===== src/rtl/adc_mux_sequencer_if.sv =====
// Handshake/bus bundle between the ADC mux sequencer and its surroundings.
// slave = sequencer side, master = controller / ADC-engine side.
interface adc_mux_sequencer_if #(
  parameter int NUM_CH   = 8,
  parameter int SEL_W    = $clog2(NUM_CH),
  parameter int SETTLE_W = 16
);
  logic                enable;
  logic                trigger;
  logic [NUM_CH-1:0]   ch_mask;
  logic [SETTLE_W-1:0] settle_cycles;
  logic [SEL_W-1:0]    mux_sel;
  logic                mux_en;
  logic                conv_req;
  logic                conv_ack;
  logic [SEL_W-1:0]    conv_ch;
  logic                busy;
  logic                seq_done;
  logic                overrun;
  logic [15:0]         overrun_cnt;

  modport slave (
    input  enable, trigger, ch_mask, settle_cycles, conv_ack,
    output mux_sel, mux_en, conv_req, conv_ch, busy, seq_done, overrun, overrun_cnt
  );

  modport master (
    output enable, trigger, ch_mask, settle_cycles, conv_ack,
    input  mux_sel, mux_en, conv_req, conv_ch, busy, seq_done, overrun, overrun_cnt
  );
endinterface


===== src/rtl/adc_mux_sequencer.sv =====
// Analog mux scan sequencer: break-before-make, settle, then convert each masked channel.
// Define ADC_MUX_SEQ_OVERRUN_CNT_EN to build the saturating overrun counter.
module adc_mux_sequencer #(
  parameter int NUM_CH   = 8,
  parameter int SEL_W    = $clog2(NUM_CH),
  parameter int SETTLE_W = 16
) (
  input  logic                 aclk,
  input  logic                 aresetn,
  adc_mux_sequencer_if.slave   bus
);

  typedef enum logic [2:0] {S_IDLE, S_BBM, S_SETTLE, S_CONVERT, S_DONE} state_t;

  state_t              state_q, state_d;
  logic [NUM_CH-1:0]   mask_q, mask_d;
  logic [SETTLE_W-1:0] cnt_q, cnt_d;
  logic [SEL_W-1:0]    sel_q, sel_d;
  logic                mux_en_q, mux_en_d;
  logic                conv_req_q, conv_req_d;
  logic                busy_q, busy_d;
  logic                done_q, done_d;
  logic                ovr_q, ovr_d;
  logic                abort_q, abort_d;
  logic                xfer;

  function automatic logic [SEL_W-1:0] lowest(input logic [NUM_CH-1:0] m);
    lowest = '0;
    for (int i = NUM_CH-1; i >= 0; i--)
      if (m[i]) lowest = SEL_W'(i);
  endfunction

  assign xfer = conv_req_q & bus.conv_ack;

  always_comb begin
    state_d = state_q;
    mask_d  = mask_q;
    cnt_d   = cnt_q;
    sel_d   = sel_q;
    abort_d = abort_q;
    done_d  = 1'b0;
    ovr_d   = bus.trigger & (state_q != S_IDLE);
    case (state_q)
      S_IDLE: begin
        if (bus.trigger && bus.enable && (bus.ch_mask != '0)) begin
          state_d = S_BBM;
          sel_d   = lowest(bus.ch_mask);
          mask_d  = bus.ch_mask & ~(NUM_CH'(1) << lowest(bus.ch_mask));
          abort_d = 1'b0;
        end
      end
      S_BBM: begin
        if (!bus.enable) state_d = S_IDLE;
        else begin
          state_d = S_SETTLE;
          // counter runs down to zero, so a programmed 0 still gives one cycle
          cnt_d   = (bus.settle_cycles == '0) ? '0 : bus.settle_cycles - 1'b1;
        end
      end
      S_SETTLE: begin
        if (!bus.enable)      state_d = S_IDLE;
        else if (cnt_q == '0) state_d = S_CONVERT;
        else                  cnt_d   = cnt_q - 1'b1;
      end
      S_CONVERT: begin
        // a disable during conversion is remembered; the ADC handshake must still finish
        if (!bus.enable) abort_d = 1'b1;
        if (xfer) begin
          if (!bus.enable || abort_q) state_d = S_IDLE;
          else if (mask_q != '0) begin
            state_d = S_BBM;
            sel_d   = lowest(mask_q);
            mask_d  = mask_q & ~(NUM_CH'(1) << lowest(mask_q));
          end else begin
            state_d = S_DONE;
            done_d  = 1'b1;
          end
        end
      end
      S_DONE:  state_d = S_IDLE;
      default: state_d = S_IDLE;
    endcase
    mux_en_d   = (state_d == S_SETTLE) || (state_d == S_CONVERT);
    conv_req_d = (state_d == S_CONVERT);
    busy_d     = (state_d != S_IDLE);
  end

  always_ff @(posedge aclk) begin
    if (!aresetn) begin
      state_q    <= S_IDLE;
      mask_q     <= '0;
      cnt_q      <= '0;
      sel_q      <= '0;
      mux_en_q   <= 1'b0;
      conv_req_q <= 1'b0;
      busy_q     <= 1'b0;
      done_q     <= 1'b0;
      ovr_q      <= 1'b0;
      abort_q    <= 1'b0;
    end else begin
      state_q    <= state_d;
      mask_q     <= mask_d;
      cnt_q      <= cnt_d;
      sel_q      <= sel_d;
      mux_en_q   <= mux_en_d;
      conv_req_q <= conv_req_d;
      busy_q     <= busy_d;
      done_q     <= done_d;
      ovr_q      <= ovr_d;
      abort_q    <= abort_d;
    end
  end

  assign bus.mux_sel  = sel_q;
  assign bus.mux_en   = mux_en_q;
  assign bus.conv_req = conv_req_q;
  assign bus.conv_ch  = sel_q;
  assign bus.busy     = busy_q;
  assign bus.seq_done = done_q;
  assign bus.overrun  = ovr_q;

`ifdef ADC_MUX_SEQ_OVERRUN_CNT_EN
  logic [15:0] overrun_cnt_q, overrun_cnt_d;

  always_comb begin
    overrun_cnt_d = overrun_cnt_q;
    if (ovr_d && (overrun_cnt_q != 16'hFFFF)) overrun_cnt_d = overrun_cnt_q + 16'd1;
  end

  always_ff @(posedge aclk) begin
    if (!aresetn) overrun_cnt_q <= '0;
    else          overrun_cnt_q <= overrun_cnt_d;
  end

  assign bus.overrun_cnt = overrun_cnt_q;
`else
  assign bus.overrun_cnt = '0;
`endif

endmodule


===== src/flat_wrapper.sv =====
// flat-port wrapper written by rule: the top's interface ports become plain ports
module adc_mux_sequencer_flat 
#(
  parameter int NUM_CH   = 8,
  parameter int SEL_W    = $clog2(NUM_CH),
  parameter int SETTLE_W = 16
)
  (aclk, aresetn, bus_enable, bus_trigger, bus_ch_mask, bus_settle_cycles, bus_conv_ack, bus_mux_sel, bus_mux_en, bus_conv_req, bus_conv_ch, bus_busy, bus_seq_done, bus_overrun, bus_overrun_cnt);
  adc_mux_sequencer_if #(.NUM_CH(NUM_CH), .SEL_W(SEL_W), .SETTLE_W(SETTLE_W)) bus_i ();
  input  logic aclk;
  input  logic aresetn;
  input wire logic [$bits(bus_i.enable)-1:0] bus_enable;
  input wire logic [$bits(bus_i.trigger)-1:0] bus_trigger;
  input wire logic [$bits(bus_i.ch_mask)-1:0] bus_ch_mask;
  input wire logic [$bits(bus_i.settle_cycles)-1:0] bus_settle_cycles;
  input wire logic [$bits(bus_i.conv_ack)-1:0] bus_conv_ack;
  output wire logic [$bits(bus_i.mux_sel)-1:0] bus_mux_sel;
  output wire logic [$bits(bus_i.mux_en)-1:0] bus_mux_en;
  output wire logic [$bits(bus_i.conv_req)-1:0] bus_conv_req;
  output wire logic [$bits(bus_i.conv_ch)-1:0] bus_conv_ch;
  output wire logic [$bits(bus_i.busy)-1:0] bus_busy;
  output wire logic [$bits(bus_i.seq_done)-1:0] bus_seq_done;
  output wire logic [$bits(bus_i.overrun)-1:0] bus_overrun;
  output wire logic [$bits(bus_i.overrun_cnt)-1:0] bus_overrun_cnt;
  assign bus_i.enable = bus_enable;
  assign bus_i.trigger = bus_trigger;
  assign bus_i.ch_mask = bus_ch_mask;
  assign bus_i.settle_cycles = bus_settle_cycles;
  assign bus_i.conv_ack = bus_conv_ack;
  assign bus_mux_sel = bus_i.mux_sel;
  assign bus_mux_en = bus_i.mux_en;
  assign bus_conv_req = bus_i.conv_req;
  assign bus_conv_ch = bus_i.conv_ch;
  assign bus_busy = bus_i.busy;
  assign bus_seq_done = bus_i.seq_done;
  assign bus_overrun = bus_i.overrun;
  assign bus_overrun_cnt = bus_i.overrun_cnt;
  adc_mux_sequencer #(.NUM_CH(NUM_CH), .SEL_W(SEL_W), .SETTLE_W(SETTLE_W)) u_core (.aclk(aclk), .aresetn(aresetn), .bus(bus_i));
endmodule

===== config.mk =====
export PLATFORM = sky130hd
export DESIGN_NAME = adc_mux_sequencer_flat
export DESIGN_NICKNAME = d
export VERILOG_FILES = /design/src/rtl/adc_mux_sequencer_if.sv /design/src/rtl/adc_mux_sequencer.sv /design/src/flat_wrapper.sv
export SDC_FILE = /design/constraint.sdc
export NUM_CORES = 1
export LEC_CHECK = 0
export BUFFER_PORTS_ARGS = -buffer_cell sky130_fd_sc_hd__buf_4
export CELL_PAD_IN_SITES_DETAIL_PLACEMENT = 1
export CELL_PAD_IN_SITES_GLOBAL_PLACEMENT = 1
export CORE_ASPECT_RATIO = 0.5
export CORE_UTILIZATION = 36
export DETAILED_ROUTE_END_ITERATION = 12
export PLACE_DENSITY = 0.8
export SYNTH_ARGS = -nofsm -noshare
export SYNTH_HDL_FRONTEND = slang
export SYNTH_SLANG_ARGS = --single-unit

===== constraint.sdc =====
create_clock -name aclk -period 2.1 [get_ports aclk]
set_clock_uncertainty 0.15 [all_clocks]
set_input_delay 0.105 -clock aclk [delete_from_list [all_inputs] [get_ports aclk]]
set_output_delay 0.105 -clock aclk [all_outputs]
set_load 0.02 [all_outputs]

==> flow_summary.json <==
{
  "status": "finished, violations left",
  "violations": "setup timing",
  "worst_slew_pin_slew_ps": 600,
  "path_class": "flop to flop",
  "remaining_drc_errors": 0,
  "overflow": 0,
  "finalSetupViolations": 5,
  "crit_path_end_kind": "flop",
  "crit_fanout": 4,
  "pin_count": 56,
  "ys_seq_elements": 36,
  "pre_cts_ws_ps": -134,
  "async_flop_share": 0,
  "clkLatencyLatePin_ps": 280,
  "start_util": 0.374,
  "hp-start": "bus_ch_mask[7]",
  "die_w_um": 120,
  "die_area_mm2": 0.00731,
  "die_h_um": 61.0,
  "wirelength_mm": 8.27,
  "antenna_found_initial": 0,
  "rr_startpoint": "u_core.cnt_q[1]",
  "ys_types": 65,
  "ff2ff_setup_slack_ps": -50,
  "fillers": 792,
  "grt_pass1_wl_mm": 12.8,
  "numCtsBuffers": 5,
  "core-area_mm2": 0.00670,
  "hold_ws_ps": 12.9,
  "syn_area_mm2": 0.00250,
  "min_period_over_period": 1.02,
  "holdCritPathClass": "input pin to flop",
  "via_per_inst": 5.50,
  "powerDensity_mw_per_mm2": 606,
  "nets": 420,
  "fin_setup_tns_ps": -110,
  "required_ps": 2110,
  "multiInputGateArea_mm2": 0.00172,
  "p_total_mw": 2.08,
  "r2r_cells": 9,
  "rsz0062_at_grt": "yes",
  "layout-drive-gt1-share": 0.343,
  "fmax_mhz": 465,
  "post_dp_cell_area_mm2": 0.00310,
  "min_path_cells": 3,
  "cts_buffer_depth": 2,
  "gp_congestion": 0.901,
  "synth_ff_type": "dfxtp_1",
  "vias": 2641,
  "io_buffer_count": 39,
  "final-max-slew-violation-count": 0,
  "whs_endpoint": "u_core.mask_q[7]",
  "clkTransAtPathRegs_ps": 60,
  "switchingPower_uw": 611,
  "syn_to_final_growth_pct": 37.4,
  "critPathLaunchType": "flop",
  "yosys_warnings": 0,
  "antenna_cells": 0,
  "ys_seq_area_frac": 0.288,
  "leakagePower_nw": 1.45,
  "switching_share": 0.293,
  "slew_headroom": 0.597,
  "track_usage": 0.225,
  "max_stage_delay_ps": 340,
  "drv_cap": 0,
  "root_buffer": "clkbuf_16",
  "p_int_mw": 1.47,
  "wl_per_cell_um": 17.2,
  "cts_max_level": 2,
  "grt_max_degree": 35,
  "synth_cells": 308,
  "cts_sinks": 36,
  "rows": 21,
  "finalCriticalPeriod_ps": 2150,
  "r2r-end": "u_core.bus.busy",
  "dp_hpwl_mm": 5.90,
  "synth_edf_count": 0,
  "cp_data_arrival_time_ps": 2160,
  "drt_first_pass_iters": 4,
  "finalCoreUtilization": 0.514,
  "fin_ws_ps": -48.4,
  "stdcell_count": 480,
  "ir_drop_v": 0.000331,
  "hold_violations": 0,
  "syn_avg_cell_area_um2": 8.13,
  "fin_area_mm2": 0.00344,
  "crit_slowest_cell": "dfxtp_2",
  "pwr-share-seq": 0.351,
  "dp.cells": 466,
  "combPwrFrac": 0.279,
  "grt_pass1_vias": 2688,
  "seq_area_um2": 723,
  "crit_chain": "inv_2, ha_4, or3b_4, nor3_4, buf_6, a21o_1, a311oi_2, nor2_1, or3_1",
  "drt_iter0_drc": 204,
  "ant_nets": 0,
  "cts_tree": "built",
  "clockPowerShare": 0.370
}
==> sequential cells by signal, indices dropped and copies added (netlist names) <==
signal / flops
u_core.bus.mux_en: 1
u_core.bus.seq_done: 1
u_core.mask_q: 8
u_core.state_q: 3
u_core.bus.conv_ch: 3
u_core.bus.overrun: 1
u_core.abort_q: 1
u_core.cnt_q: 16
u_core.bus.busy: 1
u_core.bus.conv_req: 1
==> repair_timing <==
action | CTS | global route
hold buffers | 3 | 0
endpoints found under the setup margin | 9 | 18
setup buffers | 2 | 3
gates cloned | 0 | 0
hold endpoints to repair | 3 | 0
gates resized for setup | 12 | 30
pin swaps | 4 | 10
==> worst max path at each step <==
stage / from / end / slack (ps) / cells after the start
after floorplan: u_core.cnt_q[0] / u_core.cnt_q[0] / 20 / 7
after global placement: u_core.cnt_q[1] / u_core.bus.busy / -50 / 9
after detailed placement: u_core.cnt_q[1] / u_core.bus.busy / -130 / 9
after CTS: u_core.cnt_q[1] / u_core.cnt_q[12] / 0.01 / 9
after global routing: u_core.cnt_q[0] / u_core.bus.busy / -120 / 9
final: u_core.cnt_q[1] / u_core.bus.busy / -50 / 9
==> cell type report <==
type | count | area share
sequential | 36 | 0.210
clock buffer | 7 | 0.0444
multi-input combinational | 247 | 0.500
inverter | 9 | 0.00982
tap | 92 | 0.0335
timing repair buffer | 89 | 0.202
==> power groups by stage <==
stage               Sequential, mW  Clock [mW]  Combinational, mW
floorplan                    0.748           0              0.295
global placement             0.742           0              0.477
detailed placement           0.743           0              0.496
CTS                          0.730       0.788              0.519
global route                 0.734       0.819              0.619
finish                       0.732       0.771              0.580
==> metal layers <==
| layer | part of all wire | up-vias | global-route usage |
|---|---|---|---|
| li1 | - | 1267 | - |
| met1 | 0.43 | 1287 | 0.253 |
| met2 | 0.52 | 75 | 0.442 |
| met3 | 0.035 | 12 | 0.0395 |
| met4 | 0.014 | 0 | 0.0821 |
| met5 | 0 | - | 0 |
==> cell usage after synthesis, types with 3 or more instances <==
cell,number,area share
a22oi_1,6,0.018
nand2_1,24,0.036
dfxtp_1,36,0.29
buf_4,19,0.057
xor2_1,8,0.028
a31oi_1,3,0.0075
nand3_1,11,0.022
o221ai_1,4,0.014
nor2_1,22,0.033
buf_2,5,0.010
clkbuf_1,6,0.0090
a21oi_1,14,0.028
o21ai_0,26,0.052
nor2b_1,9,0.022
nor3_1,6,0.012
a21boi_0,4,0.012
o22ai_1,4,0.010
nand2b_1,5,0.012
o211ai_1,3,0.0090
o211a_1,7,0.028
and3_1,3,0.0075
inv_1,9,0.013
ha_1,3,0.015
xnor2_1,9,0.031
or3_1,5,0.012
nor4_1,9,0.022
==> cell families (layout without fill, tap and decap cells) <==
kind of cell / after synthesis / after routing / share of synthesized area
adder cells (fa/ha/maj): 3 / 3 / 0.0150
flip-flops: 36 / 36 / 0.288
XOR/XNOR: 17 / 17 / 0.0595
buffers and inverters: 40 / 105 / 0.0940
AND/OR/NAND/NOR: 118 / 118 / 0.279
AO/OA/AOI/OAI: 93 / 93 / 0.263
other: 1 / 16 / 0.00150
==> cell usage in the layout, fill, tap and decap left out, types with 4 or more instances in the layout <==
cell type	synthesis	final
buf_4	19	83
dfxtp_1	36	34
nand2_1	24	21
nor2_1	22	21
conb_1	1	16
o21ai_0	26	15
a21oi_1	14	14
nand3_1	11	10
nor2b_1	9	9
xnor2_1	9	9
xor2_1	8	8
inv_1	9	7
o211a_1	7	7
o21ai_1	0	6
nor3_1	6	6
nand2b_1	5	5
o21ai_2	1	5
nor4_1	9	5
clkbuf_16	0	5
nor4_2	1	4
or3_1	5	4
a21boi_0	4	4
o22ai_1	4	4
a22oi_1	6	4
o221ai_1	4	4
==> critical path, delay by kind of cell (launching register included) <==
kind	cells	cell delay, ps
buffers and inverters	2	190
AO/OA/AOI/OAI	2	490
AND/OR/NAND/NOR	4	700
flip-flops	1	340
adder cells (fa/ha/maj)	1	160
Note: power is estimated with default switching activity, not from simulation.
